`config.mk`:
```
export PLATFORM = sky130hd
export DESIGN_NAME = if_id_pipe_stage_flat
export DESIGN_NICKNAME = d
export VERILOG_FILES = /design/src/rtl/pipe_pkg.sv /design/src/rtl/if_id_pipe_stage_if.sv /design/src/rtl/pipe_skid_buf.sv /design/src/rtl/if_id_pipe_stage.sv /design/src/flat_wrapper.sv
export SDC_FILE = /design/constraint.sdc
export NUM_CORES = 1
export LEC_CHECK = 0
export ABC_AREA = 1
export CAP_MARGIN = 5
export CORE_MARGIN = 5
export CORE_UTILIZATION = 40
export DETAILED_ROUTE_END_ITERATION = 10
export MAX_ROUTING_LAYER = met4
export PLACE_DENSITY = 0.74
export SYNTH_ARGS = -nofsm -noshare
export SYNTH_HDL_FRONTEND = slang
export SYNTH_HIERARCHICAL = 1
export SYNTH_SLANG_ARGS = --single-unit
```
`constraint.sdc`:
```
create_clock -name clk -period 2.45 [get_ports clk]
set_input_delay 0.245 -clock clk [delete_from_list [all_inputs] [get_ports clk]]
set_output_delay 0.245 -clock clk [all_outputs]
set_load 0.02 [all_outputs]
```
`src/rtl/pipe_pkg.sv`:
```
// -----------------------------------------------------------------------------
// pipe_pkg
// Shared definitions for the pipeline-register family (IF/ID, ID/EX, hazard
// unit).
//   pipe_state_t     occupancy state of a pipeline stage buffer
//   ST_EMPTY/ONE/TWO legal occupancy values
//   NOP_VAL_DEF      instruction word injected on bubbles and flushes
//                    (addi x0, x0, 0)
// -----------------------------------------------------------------------------
package pipe_pkg;

  typedef logic [1:0] pipe_state_t;

  localparam pipe_state_t ST_EMPTY = 2'd0;  // no entry held
  localparam pipe_state_t ST_ONE   = 2'd1;  // main register valid
  localparam pipe_state_t ST_TWO   = 2'd2;  // main and skid registers valid

  localparam logic [31:0] NOP_VAL_DEF = 32'h0000_0013;

endpackage : pipe_pkg

```
`src/rtl/if_id_pipe_stage_if.sv`:
```
// -----------------------------------------------------------------------------
// if_id_pipe_stage_if
// Signal bundle between instruction fetch, the IF/ID stage and decode.
//
// Handshake rules (both sides):
//   A beat transfers on a rising clk edge where valid and ready are both 1.
//   Once valid is raised, the producer holds valid and data stable until the
//   transfer happens. Ready may change freely. On the ID side, stall=1 blocks
//   the transfer exactly as out_ready=0 would. flush=1 kills every held beat
//   and the incoming beat. An upstream beat offered while flush=1 and
//   in_ready=1 still counts as consumed.
//
// Modports:
//   slave   the pipeline stage itself
//   master  the environment (IF + ID + hazard control)
// Signals:
//   in_valid/in_ready/in_insn/in_pc     fetch side
//   out_valid/out_ready/out_insn/out_pc decode side
//   flush, stall                        pipeline control
//   state_dbg                           current occupancy state (debug)
// -----------------------------------------------------------------------------
interface if_id_pipe_stage_if
  import pipe_pkg::*;
#(
  parameter int INSN_W = 32,
  parameter int PC_W   = 32
);

  logic              in_valid;
  logic              in_ready;
  logic [INSN_W-1:0] in_insn;
  logic [PC_W-1:0]   in_pc;
  logic              flush;
  logic              stall;
  logic              out_valid;
  logic              out_ready;
  logic [INSN_W-1:0] out_insn;
  logic [PC_W-1:0]   out_pc;
  pipe_state_t       state_dbg;

  modport slave (
    input  in_valid, in_insn, in_pc, flush, stall, out_ready,
    output in_ready, out_valid, out_insn, out_pc, state_dbg
  );

  modport master (
    output in_valid, in_insn, in_pc, flush, stall, out_ready,
    input  in_ready, out_valid, out_insn, out_pc, state_dbg
  );

endinterface : if_id_pipe_stage_if

```
`src/rtl/pipe_skid_buf.sv`:
```
// -----------------------------------------------------------------------------
// pipe_skid_buf
// Generic valid/ready buffer of width W with an optional second (skid) entry.
//   SKID=1: two entries, in_ready comes straight from a flop, full throughput
//           under backpressure.
//   SKID=0: single entry, in_ready = ~out_valid | out_ready (combinational).
// Ports:
//   clk, rst                 clock, asynchronous active-high reset
//   clear                    synchronous kill of all entries and of the
//                            incoming beat
//   in_valid/in_ready/in_data   upstream side
//   out_valid/out_ready/out_data downstream side
//   state                    occupancy state (ST_EMPTY/ST_ONE/ST_TWO)
// -----------------------------------------------------------------------------
module pipe_skid_buf
  import pipe_pkg::*;
#(
  parameter int W    = 64,
  parameter bit SKID = 1'b1
) (
  input  logic         clk,
  input  logic         rst,
  input  logic         clear,
  input  logic         in_valid,
  output logic         in_ready,
  input  logic [W-1:0] in_data,
  output logic         out_valid,
  input  logic         out_ready,
  output logic [W-1:0] out_data,
  output pipe_state_t  state
);

  pipe_state_t  state_q;
  pipe_state_t  state_d;
  logic [W-1:0] main_q;
  logic [W-1:0] skid_q;
  logic         ready_q;
  logic         acc;
  logic         take;
  logic         load_main_in;
  logic         load_main_skid;
  logic         load_skid_in;

  assign out_valid = (state_q != ST_EMPTY);
  assign out_data  = main_q;
  assign state     = state_q;
  assign take      = out_valid & out_ready;

  // With the skid entry, ready is a flop so IF never sees a path from ID.
  // Without it, ready must look at out_ready to keep one beat per cycle.
  assign in_ready = SKID ? ready_q : (~out_valid | out_ready);
  assign acc      = in_valid & in_ready;

  always_comb begin
    state_d        = state_q;
    load_main_in   = 1'b0;
    load_main_skid = 1'b0;
    load_skid_in   = 1'b0;
    case (state_q)
      ST_EMPTY: begin
        if (acc) begin
          state_d      = ST_ONE;
          load_main_in = 1'b1;
        end
      end
      ST_ONE: begin
        if (take && acc) begin
          load_main_in = 1'b1;
        end else if (take) begin
          state_d = ST_EMPTY;
        end else if (acc && SKID) begin
          // Main register is still being presented; park the beat.
          state_d      = ST_TWO;
          load_skid_in = 1'b1;
        end
      end
      ST_TWO: begin
        // in_ready is low here, so only a drain can happen.
        if (take) begin
          state_d        = ST_ONE;
          load_main_skid = 1'b1;
        end
      end
      default: state_d = ST_EMPTY;
    endcase

    // A kill overrides everything: the beat on the outputs still leaves
    // (take above needs no action), but nothing new is captured.
    if (clear) begin
      state_d        = ST_EMPTY;
      load_main_in   = 1'b0;
      load_main_skid = 1'b0;
      load_skid_in   = 1'b0;
    end
  end

  always_ff @(posedge clk or posedge rst) begin
    if (rst) begin
      state_q <= ST_EMPTY;
      ready_q <= 1'b1;
      main_q  <= '0;
      skid_q  <= '0;
    end else begin
      state_q <= state_d;
      ready_q <= (state_d != ST_TWO);
      if (load_main_in) begin
        main_q <= in_data;
      end else if (load_main_skid) begin
        main_q <= skid_q;
      end
      if (load_skid_in) begin
        skid_q <= in_data;
      end
    end
  end

endmodule : pipe_skid_buf

```
`src/rtl/if_id_pipe_stage.sv`:
```
// -----------------------------------------------------------------------------
// if_id_pipe_stage
// Handshaked IF/ID pipeline register carrying instruction word and PC.
// Adds stall gating, flush and bubble masking around pipe_skid_buf.
//
// Build option:
//   IF_ID_SKID_EN defined   -> two-entry skid buffer, registered in_ready
//   IF_ID_SKID_EN undefined -> single entry, in_ready combinational from
//                              out_ready/stall
//
// Parameters: INSN_W, PC_W, NOP_VAL (word shown on out_insn when no beat).
// Ports:
//   clk  clock (rising edge)
//   rst  asynchronous active-high reset
//   bus  if_id_pipe_stage_if.slave: in_valid/in_ready/in_insn/in_pc,
//        out_valid/out_ready/out_insn/out_pc, flush, stall, state_dbg
// -----------------------------------------------------------------------------
module if_id_pipe_stage
  import pipe_pkg::*;
#(
  parameter int                INSN_W  = 32,
  parameter int                PC_W    = 32,
  parameter logic [INSN_W-1:0] NOP_VAL = INSN_W'(NOP_VAL_DEF)
) (
  input  logic                clk,
  input  logic                rst,
  if_id_pipe_stage_if.slave   bus
);

`ifdef IF_ID_SKID_EN
  localparam bit SKID_EN = 1'b1;
`else
  localparam bit SKID_EN = 1'b0;
`endif

  localparam int DW = INSN_W + PC_W;

  logic          buf_out_valid;
  logic          buf_out_ready;
  logic [DW-1:0] buf_in_data;
  logic [DW-1:0] buf_out_data;

  // stall freezes the main register exactly like ID refusing the beat.
  assign buf_out_ready = bus.out_ready & ~bus.stall;
  assign buf_in_data   = {bus.in_insn, bus.in_pc};

  pipe_skid_buf #(
    .W    (DW),
    .SKID (SKID_EN)
  ) u_buf (
    .clk       (clk),
    .rst       (rst),
    .clear     (bus.flush),
    .in_valid  (bus.in_valid),
    .in_ready  (bus.in_ready),
    .in_data   (buf_in_data),
    .out_valid (buf_out_valid),
    .out_ready (buf_out_ready),
    .out_data  (buf_out_data),
    .state     (bus.state_dbg)
  );

  // Bubbles look like a NOP with PC 0 so ID never decodes stale contents.
  assign bus.out_valid = buf_out_valid;
  assign bus.out_insn  = buf_out_valid ? buf_out_data[DW-1:PC_W] : NOP_VAL;
  assign bus.out_pc    = buf_out_valid ? buf_out_data[PC_W-1:0] : '0;

endmodule : if_id_pipe_stage
```
`src/flat_wrapper.sv`:
```
// flat-port wrapper written by rule: the top's interface ports become plain ports
module if_id_pipe_stage_flat import pipe_pkg::*;
#(
  parameter int                INSN_W  = 32,
  parameter int                PC_W    = 32,
  parameter logic [INSN_W-1:0] NOP_VAL = INSN_W'(NOP_VAL_DEF)
)
  (clk, rst, bus_in_valid, bus_in_insn, bus_in_pc, bus_flush, bus_stall, bus_out_ready, bus_in_ready, bus_out_valid, bus_out_insn, bus_out_pc, bus_state_dbg);
  if_id_pipe_stage_if #(.INSN_W(INSN_W), .PC_W(PC_W)) bus_i ();
  input  logic clk;
  input  logic rst;
  input wire logic [$bits(bus_i.in_valid)-1:0] bus_in_valid;
  input wire logic [$bits(bus_i.in_insn)-1:0] bus_in_insn;
  input wire logic [$bits(bus_i.in_pc)-1:0] bus_in_pc;
  input wire logic [$bits(bus_i.flush)-1:0] bus_flush;
  input wire logic [$bits(bus_i.stall)-1:0] bus_stall;
  input wire logic [$bits(bus_i.out_ready)-1:0] bus_out_ready;
  output wire logic [$bits(bus_i.in_ready)-1:0] bus_in_ready;
  output wire logic [$bits(bus_i.out_valid)-1:0] bus_out_valid;
  output wire logic [$bits(bus_i.out_insn)-1:0] bus_out_insn;
  output wire logic [$bits(bus_i.out_pc)-1:0] bus_out_pc;
  output wire logic [$bits(bus_i.state_dbg)-1:0] bus_state_dbg;
  assign bus_i.in_valid = bus_in_valid;
  assign bus_i.in_insn = bus_in_insn;
  assign bus_i.in_pc = bus_in_pc;
  assign bus_i.flush = bus_flush;
  assign bus_i.stall = bus_stall;
  assign bus_i.out_ready = bus_out_ready;
  assign bus_in_ready = bus_i.in_ready;
  assign bus_out_valid = bus_i.out_valid;
  assign bus_out_insn = bus_i.out_insn;
  assign bus_out_pc = bus_i.out_pc;
  assign bus_state_dbg = bus_i.state_dbg;
  if_id_pipe_stage #(.INSN_W(INSN_W), .PC_W(PC_W), .NOP_VAL(NOP_VAL)) u_core (.clk(clk), .rst(rst), .bus(bus_i));
endmodule
```
## After elaboration in Yosys (flattened, before gate mapping)

Index checks and enable logic that the tools add are counted.

- Register bits: 66
- Output and inout bits: 68

- Eq/ne operators: 6
- Multiplexer cells: 17
- Bitwise logic cells: 6
- Reduce and logical (&&, ||, !) cells: 5

Operators with widths:

| operator | number |
|---|---|
| $mux 64 | 2 |
| $mux 32 | 2 |
| $ne 3x3->1 const B | 4 |
| $mux 2 | 5 |
| $mux 1 | 6 |
| $pmux 2 s3 | 1 |
| $reduce_and 4->1 | 1 |
| $reduce_bool 2->1 | 2 |
| $and 1x1->1 | 3 |
| $eq 2x1->1 const B | 1 |
| $eq 2x2->1 const B | 1 |
| $logic_not 2->1 | 1 |
| $not 1->1 | 2 |
| $pmux 1 s2 | 1 |
| $logic_and 1x1->1 | 1 |
| $or 1x1->1 | 1 |

## Longest topological paths before layout

- Word-level depth: 9
- Mapped depth: 8
- Depth with buffers taken out: 7

## Modules after synthesis

The synthesis kept the hierarchy.

Modules (own cells, without submodules):

| module | times used | cells an instance | area each (um^2) | sequential area each (um^2) |
|---|---|---|---|---|
| pipe_skid_buf | 1 | 287 | 2,965.3 | 1,626.6 |
| if_id_pipe_stage | 1 | 137 | 563.0 | 0.0 |

## Least setup slack after synthesis

OpenSTA, ideal clock, no wires.

- Kind: register to output
- From: register u_core.u_buf.state_q[0], in the netlist u_core/u_buf/state[0]
- To: output port bus_out_pc[23]
- Data arrival time: 1,054 ps
- Data required time: 2,205 ps
- Path slack: 1,151 ps
- Stages on the path, launching flop included: 5
- Path buffers: 2
- Cell sequence: dfrtp_1 -> buf_4 -> buf_6 -> nand2_1 -> inv_1

- Word-level cells in the longest chain between the ends: 2

Ends and longest elaborated chain:

| item | line | text |
|---|---|---|
| start: declaration | pipe_skid_buf.sv:33 | `pipe_state_t state_q;` |
| start signal: assignment | pipe_skid_buf.sv:104 | `state_q <= state_d;` |
| $reduce_bool 2->1 | pipe_skid_buf.sv:44 | `assign out_valid = (state_q != ST_EMPTY);` |
| $mux 32 | if_id_pipe_stage.sv:66 | `assign bus.out_pc = buf_out_valid ? buf_out_data[PC_W-1:0] : '0;` |
| end: declaration | flat_wrapper.sv:21 | `output wire logic [$bits(bus_i.out_pc)-1:0] bus_out_pc;` |

Every way passes these cells.

## Worst setup path after layout

- From: register u_core.u_buf.state_q[0], in the netlist u_core/u_buf/state[0]
- To: output port bus_out_pc[13]

The elaborated chain is that of the path after synthesis.

==> impl_metrics.toml <==
[placement]
dp_hpwl_um = 5890
dp_cells = 647
place_area_mm2 = 0.00472
gp_congestion = 0.774
dpl_worst_slack_ps = 361
port_buffers = 136

[route]
first_pass_iters = 4
wire_per_inst_um = 12.5
drc_errors = 0
first_iter_violations = 158
vias_per_cell = 4.47
finalWirelength_um = 8300
vias = 2963
ant_nets = 0

[synth]
synth_edf_count = 0
synth_commonest_cells = "nand2_1, inv_1, dfrtp_1, nand3_2, nand3_1"
ys_async_sr_fraction_pct = 100
seq_area_frac_synth_pct = 46.1
ys_ff_latch = 65
syn_nets = 494
yosysMostFrequentCell = "nand2_1"
yosysWarnings = 6
synth_cell_types = 16
synth-main-ff-cell = "dfrtp_1"
synth_cells = 424
syn_area_mm2 = 0.00353
synth_top_cell_by_area = "dfrtp_1"
synthTopCellsByArea = "dfrtp_1, nand2_1, nand3_2"
avgSynthCellArea_um2 = 8.32
synth_top_area_share_pct = 46.1

[timing]
fin_tns_setup_ps = 0
fin_ws_ps = 435
slew_viol_final = 0
setup_violations = 0
fin_skew_ps = 6.61
max_freq_ghz = 0.496
hold_viol_final = 0
period_minus_slack_ps = 2020
period_share_pct = 82.3
rsz0062_at_grt = "false"
relSlewSlack_pct = 47.5
worst_slew_pin_slew_ps = 787

[job]
drv_cap = 0

[finish]
drive_gt1_share_pct = 12.1
fin_cells = 663
nets = 620
fill_cells = 837
areaGrowthSynthToFinish_pct = 39.9
stdcell_area_mm2 = 0.00493
antennaDiodeCount = 0

[global_routing]
grt_pass1_vias = 2989
grt_pass1_wl_um = 14300
antenna_found_initial = 0
overflow = 0
grt_max_degree = 67
grt.total_usage_pct = 16.2

[setup_path]
startpoint_type = "flop"
worstPathRequired_ps = 2200
r2r_start = "u_core/u_buf/state[0]"
r2r_slack_ps = 570
cp_data_arrival_time_ps = 1770
crit_fanout = 66
end_kind = "primary output"
r2r-end = "u_core/u_buf/out_data[37]"
r2r_cells = 6
critPathKind = "reg -> out"

[floorplan]
rows = 34
chipHeight_um = 104
dieArea_mm2 = 0.0108
die_x_um = 104
io_pins = 138
initial_core_util_pct = 40.7
fp.coreArea_mm2 = 0.00868

[clocking]
cts_num_sinks = 65
cts.hold.buffers_added = 0
clk_pin_slew_worst_paths_ps = 70
clkLatencyLatePin_ps = 330
cts_made_buffers = 9
cts_resized = 0
post_cts_buffers = 0
clockBufferDepth = 2
cts_tree = "yes"
cts_root_buf = "clkbuf_8"
htree_levels = 3

[power_and_ir_drop]
vdd.ir_drop.worst_mv = 0.260
p_leak_nw = 2.71
powerDensity_mw_per_mm2 = 615

[outcome]
outcome = "completed"

[min_path]
min_path_type = "in -> async"
critical path: stages, from the launching register on:
cell	delay [ps]
dfrtp_2	380
buf_12	250
nand2_1	100
inv_1	70
clkdlybuf4s50_1	600
power breakdown:
part / total (mW) / switching (mW) / internal [mW]
registers: 1.33 / 0.0911 / 1.24
clock network: 0.958 / 0.390 / 0.568
logic: 0.745 / 0.396 / 0.349
total: 3.03 / 0.877 / 2.16
state kept, by name, indices dropped and copies added, names as in the netlist:
register and count:
u_core/u_buf/out_data 64, u_core/u_buf/state 1
placed cells by master, fill, tap and decap left out, types with 2 or more instances in the layout:
master and n:
dfrtp_1 64, clkinv_2 3, inv_1 65, clkbuf_8 9
inv_2 3, nand3_1 27, buf_4 7, bufinv_16 2
clkdlybuf4s50_1 136, nand2_1 192, nand2_4 2, nand3_2 37
per-layer routing:
metal  part of all wire [%]  global-route usage, %
met3                    5.8                   4.53
met4                   0.86                   5.64
met2                     48                   25.0
met5                      0                      -
met1                     45                   20.6
area by class of cell:
cell class              count  area, µm²  area share (%)
repair buffers            144       1430            29.1
flip-flops and latches     65       1630            33.0
inverters                  68        255            5.17
clock inverters             6       82.6            1.67
well taps                 108        135            2.74
multi-input cells         262       1270            25.8
clock buffers              10        128            2.59
through the flow:
stage,utilization (%),hold slack [ps],total power [mW]
final,56.9,390,3.03
after global routing,56.9,445,3.22
after CTS,56.9,399,3.07
after detailed placement,54.4,459,2.11
after global placement,54.4,453,2.08
after floorplan,-,308,1.79
how the worst max path moves through the flow:
stage                                      to  cells past startpoint             startpoint
floorplan            u_core/u_buf/out_data[0]                      1                    rst
global placement    u_core/u_buf/out_data[16]                      9          bus_out_ready
detailed placement  u_core/u_buf/out_data[37]                      9          bus_out_ready
CTS                          bus_out_insn[21]                      4  u_core/u_buf/state[0]
global route                 bus_out_insn[13]                      4  u_core/u_buf/state[0]
finish                         bus_out_pc[13]                      4  u_core/u_buf/state[0]
kinds of logic (layout without fill, tap and decap cells):
| logic type | after synthesis | count (layout) | synth area share (%) |
|---|---|---|---|
| AND/OR/NAND/NOR | 260 | 260 | 35.8 |
| buffers and inverters | 97 | 228 | 17.8 |
| flip-flops | 65 | 65 | 46.1 |
| other | 1 | 1 | 0.106 |
| AO/OA/AOI/OAI | 1 | 1 | 0.142 |
Power figures use the tool's default switching activity.
